$ cat config.mk
export PLATFORM = sky130hd
export DESIGN_NAME = fb_line_writer_flat
export DESIGN_NICKNAME = d
export VERILOG_FILES = /design/src/rtl/fb_pkg.sv /design/src/rtl/fb_line_writer_if.sv /design/src/rtl/fb_line_shifter.sv /design/src/rtl/fb_line_writer.sv /design/src/flat_wrapper.sv
export SDC_FILE = /design/constraint.sdc
export NUM_CORES = 2
export LEC_CHECK = 0
export BUFFER_PORTS_ARGS = -buffer_cell sky130_fd_sc_hd__buf_4
export CAP_MARGIN = 10
export CORE_AREA = 2 2 769 771
export DETAILED_ROUTE_END_ITERATION = 6
export DIE_AREA = 0 0 771 773
export PLACE_DENSITY = 0.38
export SYNTH_ARGS = -nofsm -noshare
export SYNTH_HDL_FRONTEND = slang
export SYNTH_HIERARCHICAL = 1
export SYNTH_SLANG_ARGS = --single-unit
export TNS_END_PERCENT = 100
$ cat constraint.sdc
create_clock -name clk -period 3.5 [get_ports clk]
set_input_delay 0.7 -clock clk [delete_from_list [all_inputs] [get_ports clk]]
set_output_delay 0.7 -clock clk [all_outputs]
set_load 0.05 [all_outputs]
$ cat src/rtl/fb_pkg.sv
// Shared framebuffer types, default geometry and the row/column address helper.
// The FB_CLEAR state exists only when FB_LINE_WRITER_CLEAR_EN is defined.
package fb_pkg;

   localparam int FB_WIDTH  = 640;
   localparam int FB_HEIGHT = 480;
   localparam int FB_PIX_W  = 3;

   typedef enum logic [1:0] {
      FB_IDLE   = 2'd0,
      FB_WRITE  = 2'd1,
      FB_FINISH = 2'd2
`ifdef FB_LINE_WRITER_CLEAR_EN
      ,
      FB_CLEAR  = 2'd3
`endif
   } fb_wr_state_t;

   // Linear RAM address of a pixel; also used by the VGA scan address generator.
   function automatic int unsigned fb_addr(input int unsigned row,
                                           input int unsigned col,
                                           input int unsigned width = FB_WIDTH);
      return row * width + col;
   endfunction

endpackage

$ cat src/rtl/fb_line_writer_if.sv
// Line handshake plus display-RAM write port of the framebuffer line writer.
// master = UART/arbiter side, slave = fb_line_writer.
interface fb_line_writer_if
   import fb_pkg::*;
#(
   parameter int PIX_W  = FB_PIX_W,
   parameter int WIDTH  = FB_WIDTH,
   parameter int ROW_W  = 9,
   parameter int ADDR_W = 19
);
   logic                     line_valid;
   logic                     line_ready;
   logic [ROW_W-1:0]         line_row;
   logic [PIX_W*WIDTH-1:0]   line_data;
   logic                     ram_grant;
   logic                     ram_we;
   logic [ADDR_W-1:0]        ram_addr;
   logic [PIX_W-1:0]         ram_data;
   logic                     done;
   logic                     row_err;
   logic                     busy;
   logic                     clr_req;
   logic [PIX_W-1:0]         clr_pix;

   modport master (
      output line_valid, line_row, line_data, ram_grant, clr_req, clr_pix,
      input  line_ready, ram_we, ram_addr, ram_data, done, row_err, busy
   );

   modport slave (
      input  line_valid, line_row, line_data, ram_grant, clr_req, clr_pix,
      output line_ready, ram_we, ram_addr, ram_data, done, row_err, busy
   );
endinterface

$ cat src/rtl/fb_line_shifter.sv
// Shadow register holding one pixel line; loads a full line and shifts out
// one pixel (PIX_W bits) at a time, pixel 0 always in the low bits.
module fb_line_shifter
   import fb_pkg::*;
#(
   parameter int PIX_W = FB_PIX_W,
   parameter int WIDTH = FB_WIDTH
) (
   input  logic                   clk,
   input  logic                   rst_n,
   input  logic                   load,
   input  logic                   shift,
   input  logic [PIX_W*WIDTH-1:0] line_in,
   output logic [PIX_W-1:0]       pix0
);
   logic [PIX_W*WIDTH-1:0] shadow_q, shadow_d;

   always_comb begin
      shadow_d = shadow_q;
      if (load) begin
         shadow_d = line_in;
      end else if (shift) begin
         shadow_d = shadow_q >> PIX_W;
      end
   end

   always_ff @(posedge clk or negedge rst_n) begin
      if (!rst_n) begin
         shadow_q <= '0;
      end else begin
         shadow_q <= shadow_d;
      end
   end

   assign pix0 = shadow_q[PIX_W-1:0];

endmodule

$ cat src/rtl/fb_line_writer.sv
// Accepts one pixel line via valid/ready and writes it into the display RAM on
// arbiter-granted cycles. Frame clear is compiled in with FB_LINE_WRITER_CLEAR_EN.
module fb_line_writer
   import fb_pkg::*;
#(
   parameter int PIX_W  = FB_PIX_W,
   parameter int WIDTH  = FB_WIDTH,
   parameter int HEIGHT = FB_HEIGHT,
   parameter int ROW_W  = 9,
   parameter int COL_W  = 10,
   parameter int ADDR_W = 19
) (
   input logic             clk,
   input logic             rst_n,
   fb_line_writer_if.slave bus
);
   localparam int unsigned      HEIGHT_U = HEIGHT;
   localparam logic [COL_W-1:0] LAST_COL = COL_W'(WIDTH - 1);

   fb_wr_state_t      state_q, state_d;
   logic [ADDR_W-1:0] base_q, base_d;
   logic [COL_W-1:0]  col_q, col_d;
   logic              row_err_q, row_err_d;

   logic [ROW_W-1:0]  row_in;
   logic              line_ready;
   logic              accept;
   logic              load;
   logic              shift;
   logic [PIX_W-1:0]  pix0;
   logic              ram_we;
   logic [ADDR_W-1:0] ram_addr;
   logic [PIX_W-1:0]  ram_data;

   assign row_in = bus.line_row;

`ifdef FB_LINE_WRITER_CLEAR_EN
   localparam logic [ADDR_W-1:0] LAST_ADDR = ADDR_W'(WIDTH * HEIGHT - 1);
   // A clear request wins over a simultaneous line, so hold off the handshake.
   assign line_ready = (state_q == FB_IDLE) && !bus.clr_req;
`else
   logic unused_clr;
   assign unused_clr = ^{bus.clr_req, bus.clr_pix};
   assign line_ready = (state_q == FB_IDLE);
`endif

   assign accept = bus.line_valid && line_ready;

   fb_line_shifter #(
      .PIX_W (PIX_W),
      .WIDTH (WIDTH)
   ) u_shifter (
      .clk     (clk),
      .rst_n   (rst_n),
      .load    (load),
      .shift   (shift),
      .line_in (bus.line_data),
      .pix0    (pix0)
   );

   always_comb begin
      state_d   = state_q;
      base_d    = base_q;
      col_d     = col_q;
      row_err_d = 1'b0;
      load      = 1'b0;
      shift     = 1'b0;
      unique case (state_q)
         FB_IDLE: begin
`ifdef FB_LINE_WRITER_CLEAR_EN
            if (bus.clr_req) begin
               base_d  = '0;
               state_d = FB_CLEAR;
            end else
`endif
            if (accept) begin
               if (32'(row_in) < HEIGHT_U) begin
                  load    = 1'b1;
                  base_d  = ADDR_W'(fb_addr(32'(row_in), 0, WIDTH));
                  col_d   = '0;
                  state_d = FB_WRITE;
               end else begin
                  row_err_d = 1'b1;
               end
            end
         end
         FB_WRITE: begin
            if (bus.ram_grant) begin
               col_d = col_q + COL_W'(1);
               shift = 1'b1;
               if (col_q == LAST_COL) begin
                  state_d = FB_FINISH;
               end
            end
         end
`ifdef FB_LINE_WRITER_CLEAR_EN
         // base doubles as the running clear address.
         FB_CLEAR: begin
            if (bus.ram_grant) begin
               base_d = base_q + ADDR_W'(1);
               if (base_q == LAST_ADDR) begin
                  state_d = FB_FINISH;
               end
            end
         end
`endif
         FB_FINISH: begin
            state_d = FB_IDLE;
         end
         default: begin
            state_d = FB_IDLE;
         end
      endcase
   end

   always_ff @(posedge clk or negedge rst_n) begin
      if (!rst_n) begin
         state_q   <= FB_IDLE;
         base_q    <= '0;
         col_q     <= '0;
         row_err_q <= 1'b0;
      end else begin
         state_q   <= state_d;
         base_q    <= base_d;
         col_q     <= col_d;
         row_err_q <= row_err_d;
      end
   end

   // RAM port is driven straight from registers; zero outside write states.
   always_comb begin
      ram_we   = 1'b0;
      ram_addr = '0;
      ram_data = '0;
      case (state_q)
         FB_WRITE: begin
            ram_we   = bus.ram_grant;
            ram_addr = base_q + ADDR_W'(col_q);
            ram_data = pix0;
         end
`ifdef FB_LINE_WRITER_CLEAR_EN
         FB_CLEAR: begin
            ram_we   = bus.ram_grant;
            ram_addr = base_q;
            ram_data = bus.clr_pix;
         end
`endif
         default: begin
            ram_we   = 1'b0;
         end
      endcase
   end

   assign bus.line_ready = line_ready;
   assign bus.ram_we     = ram_we;
   assign bus.ram_addr   = ram_addr;
   assign bus.ram_data   = ram_data;
   assign bus.done       = (state_q == FB_FINISH);
   assign bus.row_err    = row_err_q;
   assign bus.busy       = (state_q != FB_IDLE);

endmodule

$ cat src/flat_wrapper.sv
// flat-port wrapper written by rule: the top's interface ports become plain ports
module fb_line_writer_flat import fb_pkg::*;
#(
   parameter int PIX_W  = FB_PIX_W,
   parameter int WIDTH  = FB_WIDTH,
   parameter int HEIGHT = FB_HEIGHT,
   parameter int ROW_W  = 9,
   parameter int COL_W  = 10,
   parameter int ADDR_W = 19
)
  (clk, rst_n, bus_line_valid, bus_line_row, bus_line_data, bus_ram_grant, bus_clr_req, bus_clr_pix, bus_line_ready, bus_ram_we, bus_ram_addr, bus_ram_data, bus_done, bus_row_err, bus_busy);
  fb_line_writer_if #(.PIX_W(PIX_W), .WIDTH(WIDTH), .ROW_W(ROW_W), .ADDR_W(ADDR_W)) bus_i ();
  input logic clk;
  input logic rst_n;
  input wire logic [$bits(bus_i.line_valid)-1:0] bus_line_valid;
  input wire logic [$bits(bus_i.line_row)-1:0] bus_line_row;
  input wire logic [$bits(bus_i.line_data)-1:0] bus_line_data;
  input wire logic [$bits(bus_i.ram_grant)-1:0] bus_ram_grant;
  input wire logic [$bits(bus_i.clr_req)-1:0] bus_clr_req;
  input wire logic [$bits(bus_i.clr_pix)-1:0] bus_clr_pix;
  output wire logic [$bits(bus_i.line_ready)-1:0] bus_line_ready;
  output wire logic [$bits(bus_i.ram_we)-1:0] bus_ram_we;
  output wire logic [$bits(bus_i.ram_addr)-1:0] bus_ram_addr;
  output wire logic [$bits(bus_i.ram_data)-1:0] bus_ram_data;
  output wire logic [$bits(bus_i.done)-1:0] bus_done;
  output wire logic [$bits(bus_i.row_err)-1:0] bus_row_err;
  output wire logic [$bits(bus_i.busy)-1:0] bus_busy;
  assign bus_i.line_valid = bus_line_valid;
  assign bus_i.line_row = bus_line_row;
  assign bus_i.line_data = bus_line_data;
  assign bus_i.ram_grant = bus_ram_grant;
  assign bus_i.clr_req = bus_clr_req;
  assign bus_i.clr_pix = bus_clr_pix;
  assign bus_line_ready = bus_i.line_ready;
  assign bus_ram_we = bus_i.ram_we;
  assign bus_ram_addr = bus_i.ram_addr;
  assign bus_ram_data = bus_i.ram_data;
  assign bus_done = bus_i.done;
  assign bus_row_err = bus_i.row_err;
  assign bus_busy = bus_i.busy;
  fb_line_writer #(.PIX_W(PIX_W), .WIDTH(WIDTH), .HEIGHT(HEIGHT), .ROW_W(ROW_W), .COL_W(COL_W), .ADDR_W(ADDR_W)) u_core (.clk(clk), .rst_n(rst_n), .bus(bus_i));
endmodule
==> flow_metrics.tcl <==
set metrics [dict create \
    synthDistinctLibCells 49 \
    synthCells 8538 \
    seq_power_share 0.456 \
    cts_buffers 262 \
    crit_chain "ha_1, a21o_1, a21oi_4, or4_4, a21oi_4, buf_6" \
    gp_congestion 0.8047 \
    critPathKind "register to output pin" \
    ys_seq_elements 1945 \
    swShare 0.3308 \
    drv_cap 0 \
    clock_sinks 1945 \
    finalCritPeriodShare 0.9805 \
    fin_area_um2 142200 \
    syn_area_per_cell_um2 10.65 \
    cts_buffer_depth 4 \
    worst_hold_slack_ns 0.1239 \
    core.rowCount 282 \
    power_density_nw_per_um2 631.0 \
    die_w_um 771 \
    drt-vias-per-instance 3.758 \
    netSwitchingPower_w 0.02967 \
    netlist_top_cells_area "dfrtp_1 (54%), mux2i_1 (21%), o21ai_1 (9.9%)" \
    tritoncts "built" \
    drtAntennaViolNets 0 \
    cp_top_family "compound AO/OA/AOI/OAI gates" \
    grt_overflow 0 \
    grt_pass1_wl_um 573000 \
    hold_violations 0 \
    syn_area_um2 90940 \
    drive_gt1_frac 0.2186 \
    p_leak_nw 62.70 \
    yosysTopAreaCell "dfrtp_1" \
    power.share.clock 0.302 \
    setup_tns_ns 0 \
    root_buffer "clkbuf_16" \
    worst_pin_slew_ns 0.9493 \
    areaGrowthSynthToFinish_pct 56.32 \
    relSlewSlack 0.3671 \
    dpl.hpwl_um 305400 \
    wl_per_cell_um 19.52 \
    htreeDepth 5 \
    intPower_w 0.06003 \
    via_count 76840 \
    drtIter0Drc 4011 \
    nFillCells 63620 \
    critPathArrivalTime_ns 2.73 \
    status "complete, no violations" \
    drt_pass1_iterations 5 \
    yosys_warnings 6 \
    portBuffers 1959 \
    ir_worst_vdd_v 0.0003169 \
    critPathMostFrequentCell "a21oi_4" \
    ioPinCount 1964 \
    fp.dieH_um 773 \
    critPathSlowestCell "or4_4" \
    grt_pass1_vias 81910 \
    drv_slew 0 \
    clock_latency_ns 0.91 \
    initial_core_util 0.1547 \
    ys_top_cells_by_count "nand2_1 (1952), dfrtp_1 (1945), mux2i_1 (1918), o21ai_1 (1797), clkbuf_1 (290)" \
    placed_area_um2 114600 \
    combPwrFrac 0.243 \
    rsz0062_at_grt "yes" \
    wirelength_um 399200 \
    synth_edf_count 0 \
    worstPathMaxFanout 6 \
    nNetsFinal 14270 \
    cp-end-kind "output pin" \
    ys.flop_type "dfrtp_1" \
    grt_start_max_net_pins 110 \
    clkTransAtPathRegs_ns 0.06 \
    detail_route.drc_violations 0 \
    yosysSeqAreaShare 0.5352 \
    die-area_um2 596000 \
    setup_viol 0 \
    fmax_mhz 291.4 \
    antenna_found_initial 185 \
    startpoint_type "register" \
    hp-class "input port to register" \
    gr-usage-all-layers 0.1285 \
    async_flop_share 1.000 \
    fin_crit_ns 3.432 \
    yosysMostFrequentCell "nand2_1" \
    skew_ns 0.05408 \
    max_stage_delay_ns 0.44 \
    required_ns 2.80 \
    crit_buf_inv 1 \
    synth_fp_nets 10500 \
    synth_top_area_frac 0.5352 \
    fin_util 0.2418 \
    core_um2 587800 \
]
==> power groups by stage <==
stage | logic, W | registers [W] | clock network [W]
finish | 0.0218 | 0.0409 | 0.0271
global route | 0.0246 | 0.0423 | 0.0291
CTS | 0.0220 | 0.0413 | 0.0283
detailed placement | 0.0200 | 0.0417 | 0
global placement | 0.0197 | 0.0416 | 0
floorplan | 0.0148 | 0.0370 | 0
==> repair_timing <==
item	4_1_cts	5_1_grt
hold buffers	1845	0
pin swaps	7	10
buffers inserted	4	4
gates resized for setup	25	7
hold endpoints to repair	1862	0
endpoints found under the setup margin	11	7
==> per-layer routing <==
metal,track usage,vias to the layer above,share of wire
met3,0.02614,542,0.052
met2,0.2191,1989,0.48
li1,-,37250,-
met1,0.1625,36970,0.43
met5,0,-,0.0014
met4,0.03929,96,0.031
==> registers in the layout, indices dropped and copies added (netlist names) <==
register and count:
u_core/base_q 12, u_core/u_shifter/shadow_q 1920, u_core/bus.row_err 1, u_core/col_q 10, u_core/state_q 2
==> cell type report <==
class | instances | area (um^2) | share of cell area
clock inverters | 68 | 875.8 | 0.006161
clock buffers | 396 | 7662 | 0.05390
well taps | 7810 | 9772 | 0.06874
inverters | 8 | 50.05 | 0.0003521
flip-flops and latches | 1945 | 48680 | 0.3424
repair buffers | 4160 | 37490 | 0.2638
diodes | 124 | 310.3 | 0.002183
multi-input cells | 5937 | 37310 | 0.2625
==> cells by family after synthesis <==
group / Yosys count / share of synthesized area
compound gates: 1959 / 0.1085
xor+xnor: 14 / 0.001348
fa+ha+maj: 20 / 0.002917
buf+inv: 656 / 0.05560
flops: 1945 / 0.5352
mux: 1918 / 0.2111
simple gates: 2026 / 0.08529
==> worst reg2reg max path, cell delays in order (launching register included) <==
cell	delay (ns)
dfrtp_1	0.44
nand3b_2	0.42
inv_12	0.47
buf_12	0.51
buf_12	0.29
mux2i_1	0.23
o21ai_1	0.07
==> layout by cell type, fill, tap and decap left out, types with 6 or more instances in the layout <==
master,Yosys,routed
and2_1,12,12
buf_12,30,128
buf_4,23,2179
buf_6,11,7
bufinv_16,0,6
clkbuf_1,290,76
clkbuf_16,0,264
clkbuf_8,0,56
clkinv_16,0,7
clkinv_2,0,29
clkinvlp_4,0,6
dfrtp_1,1945,1942
diode_2,0,124
dlygate4sd3_1,0,1845
ha_1,18,16
inv_1,7,6
inv_16,0,8
inv_6,0,6
mux2i_1,1918,1918
nand2_1,1952,1952
nand3_1,9,7
nor2_1,18,14
o21ai_0,134,134
o21ai_1,1797,1797
xnor2_1,8,8
==> stage by stage <==
stage | power (W) | setup WS (ns) | cells
after floorplan | 0.05180 | 0.6195 | 8538
after global placement | 0.06131 | 0.5859 | 18010
after detailed placement | 0.06167 | 0.5778 | 18010
after CTS | 0.09164 | -0.1231 | 20320
after global routing | 0.09595 | -0.09177 | 20420
final | 0.08970 | 0.06809 | 20450
==> worst paths after layout <==
path                                         start                             end  slack, ns  depth (start not counted)
max in group asynchronous                    rst_n  u_core/u_shifter/shadow_q[891]       1.74                          3
min in group asynchronous                    rst_n  u_core/u_shifter/shadow_q[434]       0.51                          2
worst max register to register   u_core/state_q[1]  u_core/u_shifter/shadow_q[734]       0.93                          6
worst min-delay path            bus_line_data[283]  u_core/u_shifter/shadow_q[283]       0.12                          3
worst min register to register   u_core/base_q[12]               u_core/base_q[12]       0.51                          2
worst max-delay path              u_core/base_q[8]                bus_ram_addr[18]       0.07                          6
No activity file was read; power rests on OpenSTA's default activity.
